File: src/rtl/axis_switch_pkg.sv
// Shared types and helpers for the AXI-Stream switch arbiters.
package axis_switch_pkg;

    // Arbiter FSM: waiting for a request, or locked onto one packet.
    typedef enum logic {
        IDLE = 1'b0,
        LOCK = 1'b1
    } arb_state_t;

    // Width of a port index; never below 1 so a single-port switch still
    // has a legal index signal.
    function automatic int port_w(input int n_ports);
        return (n_ports > 1) ? $clog2(n_ports) : 1;
    endfunction

endpackage

File: src/rtl/rr_priority_encoder.sv
// Round-robin priority encoder: picks the first set request scanning
// upward from the port after last_grant_i, wrapping around.
module rr_priority_encoder #(
    parameter int N_REQ = 4,
    parameter int IDX_W = 2
) (
    input  logic [N_REQ-1:0] req_i,
    input  logic [IDX_W-1:0] last_grant_i,
    output logic             found_o,
    output logic [IDX_W-1:0] index_o
);

    // cand[k] is the port examined at scan position k (k = 0 is highest priority).
    logic [IDX_W-1:0] cand [N_REQ];
    logic [N_REQ-1:0] hit;

    genvar gi;
    generate
        for (gi = 0; gi < N_REQ; gi++) begin : g_cand
            assign cand[gi] = IDX_W'((32'(last_grant_i) + 32'(gi) + 32'd1) % 32'(N_REQ));
            assign hit[gi]  = req_i[cand[gi]];
        end
    endgenerate

    // Lowest scan position with a pending request wins.
    always_comb begin
        found_o = 1'b0;
        index_o = '0;
        for (int i = N_REQ - 1; i >= 0; i--) begin
            if (hit[i]) begin
                found_o = 1'b1;
                index_o = cand[i];
            end
        end
    end

endmodule

File: src/rtl/axis_arbiter.sv
// Packet-aware N:1 round-robin AXI-Stream arbiter. The grant is held for a
// whole packet; the master side is a combinational pass-through of the
// granted slave, with one idle bubble cycle between packets.
module axis_arbiter
    import axis_switch_pkg::*;
#(
    parameter int N_PORTS      = 4,
    parameter int T_DATA_WIDTH = 17,
    parameter int T_ID_WIDTH   = 10,
    parameter int T_USER_WIDTH = 19,
    localparam int PORT_W      = port_w(N_PORTS)
) (
    input  logic                            clk,
    input  logic                            reset_n,
    input  logic [N_PORTS*T_ID_WIDTH-1:0]   s_id_i,
    input  logic [N_PORTS*T_DATA_WIDTH-1:0] s_data_i,
    input  logic [N_PORTS*T_USER_WIDTH-1:0] s_user_i,
    input  logic [N_PORTS-1:0]              s_last_i,
    input  logic [N_PORTS-1:0]              s_valid_i,
    output logic [N_PORTS-1:0]              s_ready_o,
    output logic [T_ID_WIDTH-1:0]           m_id_o,
    output logic [T_DATA_WIDTH-1:0]         m_data_o,
    output logic [T_USER_WIDTH-1:0]         m_user_o,
    output logic                            m_last_o,
    output logic                            m_valid_o,
    input  logic                            m_ready_i,
    output logic [PORT_W-1:0]               m_port_o
);

    arb_state_t        state_q, state_d;
    logic [PORT_W-1:0] grant_q, grant_d;
    logic [PORT_W-1:0] last_grant_q, last_grant_d;

    logic              rr_found;
    logic [PORT_W-1:0] rr_index;
    logic              last_handshake;

    // Unpacked views of the flattened slave buses.
    logic [T_ID_WIDTH-1:0]   s_id_arr   [N_PORTS];
    logic [T_DATA_WIDTH-1:0] s_data_arr [N_PORTS];
    logic [T_USER_WIDTH-1:0] s_user_arr [N_PORTS];

    genvar gi;
    generate
        for (gi = 0; gi < N_PORTS; gi++) begin : g_unpack
            assign s_id_arr[gi]   = s_id_i[gi*T_ID_WIDTH +: T_ID_WIDTH];
            assign s_data_arr[gi] = s_data_i[gi*T_DATA_WIDTH +: T_DATA_WIDTH];
            assign s_user_arr[gi] = s_user_i[gi*T_USER_WIDTH +: T_USER_WIDTH];
        end
    endgenerate

    rr_priority_encoder #(
        .N_REQ (N_PORTS),
        .IDX_W (PORT_W)
    ) u_rr_enc (
        .req_i        (s_valid_i),
        .last_grant_i (last_grant_q),
        .found_o      (rr_found),
        .index_o      (rr_index)
    );

    // Master mux and ready steering; everything is gated to zero while idle.
    always_comb begin
        m_id_o    = '0;
        m_data_o  = '0;
        m_user_o  = '0;
        m_last_o  = 1'b0;
        m_valid_o = 1'b0;
        m_port_o  = '0;
        s_ready_o = '0;
        if (state_q == LOCK) begin
            m_id_o              = s_id_arr[grant_q];
            m_data_o            = s_data_arr[grant_q];
            m_user_o            = s_user_arr[grant_q];
            m_last_o            = s_last_i[grant_q];
            m_valid_o           = s_valid_i[grant_q];
            m_port_o            = grant_q;
            s_ready_o[grant_q]  = m_ready_i;
        end
    end

    assign last_handshake = m_valid_o & m_ready_i & m_last_o;

    // Next-state: grab the round-robin winner when idle, release after the last beat.
    always_comb begin
        state_d      = state_q;
        grant_d      = grant_q;
        last_grant_d = last_grant_q;
        case (state_q)
            IDLE: begin
                if (rr_found) begin
                    state_d      = LOCK;
                    grant_d      = rr_index;
                    last_grant_d = rr_index;
                end
            end
            LOCK: begin
                if (last_handshake) begin
                    state_d = IDLE;
                end
            end
            default: state_d = IDLE;
        endcase
    end

    // State registers; reset leaves port 0 with first priority.
    always_ff @(posedge clk) begin
        if (!reset_n) begin
            state_q      <= IDLE;
            grant_q      <= '0;
            last_grant_q <= PORT_W'(N_PORTS - 1);
        end else begin
            state_q      <= state_d;
            grant_q      <= grant_d;
            last_grant_q <= last_grant_d;
        end
    end

endmodule

File: config.mk
export PLATFORM = sky130hd
export DESIGN_NAME = axis_arbiter
export DESIGN_NICKNAME = d
export VERILOG_FILES = /design/src/rtl/axis_switch_pkg.sv /design/src/rtl/rr_priority_encoder.sv /design/src/rtl/axis_arbiter.sv
export SDC_FILE = /design/constraint.sdc
export NUM_CORES = 1
export LEC_CHECK = 0
export ABC_AREA = 0
export CORE_AREA = 2 2 97 99
export CTS_BUF_LIST = sky130_fd_sc_hd__clkbuf_8
export CTS_CLUSTER_SIZE = 8
export DETAILED_ROUTE_END_ITERATION = 16
export DIE_AREA = 0 0 99 101
export MAX_ROUTING_LAYER = met4
export PLACE_DENSITY = 0.78
export REMOVE_ABC_BUFFERS = 1
export SKIP_CTS_REPAIR_TIMING = 1
export SLEW_MARGIN = 15
export SYNTH_ARGS = -nofsm -noshare
export SYNTH_HDL_FRONTEND = slang
export SYNTH_SLANG_ARGS = --single-unit
File: constraint.sdc
create_clock -name clk -period 2.4 [get_ports clk]
set_clock_uncertainty 0.15 [all_clocks]
set_input_delay 0.24 -clock clk [delete_from_list [all_inputs] [get_ports clk]]
set_output_delay 0.24 -clock clk [all_outputs]
set_load 0.02 [all_outputs]
After elaboration in Yosys (flattened, before gate mapping) --
Index checks and enable logic that the tools add are counted.
Operators by class: $add $sub $neg 6, order comparisons 7, muxes and demuxes 41, bitwise logic cells 5, reduce and logical (&&, ||, !) cells 2
Operators with widths (number):
- 19-bit two-way mux | 3
- 17-bit two-way mux | 3
- 19-bit binary-select mux with 2-bit select | 1
- 17-bit binary-select mux with 2-bit select | 1
- 10-bit two-way mux | 3
- 10-bit binary-select mux with 2-bit select | 1
- 2-bit by 3-bit less-than comparator with 1-bit output (second input constant) | 5
- 1-bit two-way mux | 15
- 1-bit binary-select mux with 2-bit select | 6
- 2-bit two-way mux | 5
- 2-bit by 1-bit adder with 2-bit output (second input constant) | 4
- 2-bit adder (second input constant) | 2
- 4-bit bitwise AND | 1
- 4-bit two-way mux | 1
- 3-bit greater-or-equal comparator (second input constant) | 1
- 2-bit NOT with 3-bit output | 1
- 1-bit bitwise AND | 2
- 1-bit demux with 2-bit select | 1
- 2-bit by 1-bit greater-or-equal comparator with 1-bit output (second input constant) | 1
- 1-bit case mux with 2 select lines | 1
- 2-bit AND reduction | 1
- 1-bit logical AND | 1
- 1-bit NOT | 1
Storage, ports and cells: bits in registers 5, input bits 195, output and inout port bits 54, word-level logic and storage cells 64

Longest topological paths before layout --
depth in word-level cells 10, depth in mapped cells 4, mapped depth without buffers 4

Hierarchy --
A second synthesis with hierarchy kept.
Unflattened totals: cell total of the unflattened synthesis 156, area total of the unflattened synthesis 1836.8 um2
By module, submodules not included:
- axis_arbiter | times used 1, cells an instance 142, area each 1752.9 um2
- rr_priority_encoder | times used 1, cells an instance 14, area each 83.8 um2

Worst setup path before layout --
OpenSTA, ideal clock, no wires.
path type flip-flop to output port, from register grant_q[0], to output port m_data_o[4], arrival 1.337 ns, data required time 2.010 ns, path slack 0.673 ns, cell stages (with the launch flop) 5, path through dfxtp_1 -> buf_6 -> buf_6 -> mux4_2 -> and2_1
Between the ends: cells in the longest elaborated chain, start to end 5
RTL lines:
- start, declared | line axis_arbiter.sv:31 | logic [PORT_W-1:0] grant_q, grant_d;
- start signal, assigned | line axis_arbiter.sv:114 | grant_q <= grant_d;
- 2-bit NOT with 3-bit output (implied by the code) | line axis_arbiter.sv:73 | m_data_o = s_data_arr[grant_q];
- 17-bit binary-select mux with 2-bit select | line axis_arbiter.sv:73
- 17-bit two-way mux (implied by the code) (2 in a row) | line axis_arbiter.sv:73
- 17-bit two-way mux | line axis_arbiter.sv:71 | if (state_q == LOCK) begin
- end, declared | line axis_arbiter.sv:22 | output logic [T_DATA_WIDTH-1:0] m_data_o,
No other way between the ends. The select of a mux whose other input is x is not followed.

Worst setup path after layout --
from register grant_q[0], to output port s_ready_o[1]
Between the ends: cells in the longest elaborated chain, start to end 6, elaborated cells between the ends (all ways) 7, classes of those cells 2 x order compare; 3 x mux; 1 x bitwise; 1 x reduce/logical
RTL lines:
- 2-bit by 3-bit less-than comparator with 1-bit output (implied by the code) or 2-bit by 1-bit greater-or-equal comparator with 1-bit output (tied branches) | line axis_arbiter.sv:78 | s_ready_o[grant_q] = m_ready_i;
- 1-bit logical AND (implied by the code) | line axis_arbiter.sv:78
- 1-bit two-way mux (implied by the code) | line axis_arbiter.sv:78
- 1-bit demux with 2-bit select (*) | line axis_arbiter.sv:78
- 4-bit bitwise AND (no source line) (*)
- 4-bit two-way mux (*) | line axis_arbiter.sv:71
- end, declared | line axis_arbiter.sv:20 | output logic [N_PORTS-1:0] s_ready_o,
Every way passes the cells marked *; elsewhere a longest branch is shown, timed or not.

==> impl_metrics.json <==
{
  "outcome": "complete, no violations",
  "grt_pass1_wl_microns": 13340,
  "initial_core_util_pct": 20.49,
  "overflow": 0,
  "vias_per_cell": 4.732,
  "wl_microns": 8850,
  "tightest_slew_ns": 0.3455,
  "fmax_mhz": 474.4,
  "place_hpwl_microns": 7571,
  "cp-end-kind": "output pin",
  "root_buffer": "clkbuf_8",
  "max_cap_viol_count": 0,
  "crit_path_top_delay_cell": "clkdlybuf4s50_1",
  "dr.pass1.iters": 4,
  "p_leak_uw": 0.002265,
  "worst-path-max-fanout": 9,
  "dieArea_sq_um": 9999,
  "path_cells": "buf_6, inv_1, nor3_1, clkdlybuf4s50_1",
  "synth.yosys.seq_area_share_pct": 5.442,
  "r2r_cells": 4,
  "final_layout_size_suffix_gt1_share_pct": 17.21,
  "fin_crit_sh_pct": 87.82,
  "final_common_cell": "clkdlybuf4s50_1",
  "relSlewSlack_pct": 76.78,
  "clk_latency_ns": 0.22,
  "clockBufferDepth": 2,
  "maxSlewViolCount": 0,
  "whs_ns": 0.4142,
  "cp.buffers_inverters": 3,
  "required_ns": 2.01,
  "finalNetCount": 597,
  "worstPathArrival_ns": 1.72,
  "grt_use_total_pct": 17.34,
  "criticalPathCategory": "flop to output pin",
  "cts_inserted_buffers": 3,
  "finalHoldViolCount": 0,
  "most-common-layout-cells": "200 x clkdlybuf4s50_1, 50 x and2_1, 48 x mux4_2, 48 x dlymetal6s2s_1, 7 x buf_12",
  "core_area_sq_um": 8977,
  "rsz0062_at_grt": "false",
  "syn_avg_cell_area_sq_um": 11.94,
  "grt_max_degree": 30,
  "die_x_microns": 99,
  "pin_count": 249,
  "critical-path-max-stage-delay_ns": 0.64,
  "ir_worst_vdd_mv": 0.1295,
  "insertedDiodeCount": 0,
  "cts_tree": "yes",
  "htreeDepth": 1,
  "syn_inst": 154,
  "drc": 0,
  "setup_viol": 0,
  "cp-start-kind": "flop",
  "cpLargestDelayFamily": "buffers and inverters",
  "yosysUniqueCellTypes": 26,
  "cts_sinks": 5,
  "netlist_area_sq_um": 1839,
  "drtAntennaViolNets": 0,
  "place_inst": 508,
  "fin_cells": 512,
  "die_h_microns": 101,
  "powerDensity_nw_per_um2": 282.2,
  "ys_seq_elements": 5,
  "vias": 2423,
  "cp.depth": 4,
  "hold_class": "flop to flop",
  "period_needed_ns": 2.108,
  "path_clk_slew_ns": 0.04,
  "place.gp.congestion": 0.9484,
  "rows": 35,
  "fin_util_pct": 51.99,
  "drt_iter0_markers": 59,
  "synth_warnings": 0,
  "min_delay_path_depth": 2,
  "antenna_found_initial": 0,
  "portBuffers": 248,
  "routedWlPerCell_microns": 17.29,
  "grt_pass1_vias": 2621,
  "area_growth_pct": 153.7
}
==> tightest hold or removal path: stages (launching register included) <==
cell and delay, ns:
dfxtp_1 0.34, o21ai_0 0.09, nand3_1 0.07
==> through the flow <==
step	cell area (sq um)	worst slack (ns)	TNS, ns	total power [uW]
floorplan	1685	-1.044	-53.55	585.8
global placement	4498	0.1349	0	1179
detailed placement	4498	0.1356	0	1197
CTS	4543	-0.1012	-0.9155	1356
global route	4667	0.2120	0	1403
finish	4667	0.2923	0	1317
==> area by class of cell <==
cell class / instances / area [sq um]
Clock buffer: 3 / 41.29
Tap cell: 111 / 138.9
Multi-Input combinational cell: 128 / 1574
Sequential cell: 5 / 106.4
Clock inverter: 1 / 3.754
Fill cell: 785 / 4310
Timing Repair Buffer: 261 / 2791
Inverter: 3 / 11.26
==> cells by family after synthesis <==
logic type	synth area share, %
AOI/OAI and AO/OA	4.558
buffers and inverters	8.980
DFF	5.442
muxes	58.78
and+or+nand+nor	22.25
==> path summary, 6_finish.rpt <==
kind / startpoint / to / slack, ns
min reg2reg: last_grant_q[1] / last_grant_q[1] / 0.41
max reg2reg: grant_q[0] / state_q / 0.80
min: last_grant_q[1] / last_grant_q[1] / 0.41
max: grant_q[0] / s_ready_o[1] / 0.29
==> synth_stat cells <==
library cell  number  share of area [%]
nand4_1            1               0.34
o221a_2            1               0.61
and2_1            50                 17
a221o_1            1               0.54
nand2b_1           3                1.0
dfxtp_1            5                5.4
a31oi_1            1               0.34
and3_1             1               0.34
nor3_1             2               0.54
mux4_2            48                 59
nor2b_1            1               0.34
nor4_2             1               0.68
nand3_1            2               0.54
buf_6              2                1.2
nor2_1             3               0.61
o22ai_1            1               0.34
a21oi_1            2               0.54
buf_12             4                4.4
nor3b_1            1               0.41
o21a_1             1               0.41
inv_1              3               0.61
clkbuf_1           7                1.4
nand2_1            2               0.41
buf_2              5                1.4
o21ai_0            5                1.4
a21boi_0           1               0.41
==> flip-flops by register name (all words and copies together), names as in the netlist <==
name	flops
last_grant_q	2
grant_q	2
state_q	1
==> power breakdown <==
part,leakage [uW],total [uW],internal (uW),switching (uW)
logic,0.00220,1060,694,362
registers,0.0000427,112,93.3,18.7
clock network,0.0000269,149,110,39.8
==> layer usage <==
layer	track usage [%]	vias up	wire length, microns
li1	-	1111	-
met1	18.85	1136	3196
met2	31.70	162	4601
met3	3.675	14	845
met4	5.269	0	206
met5	-	-	0
(Power assumes the default switching activity.)
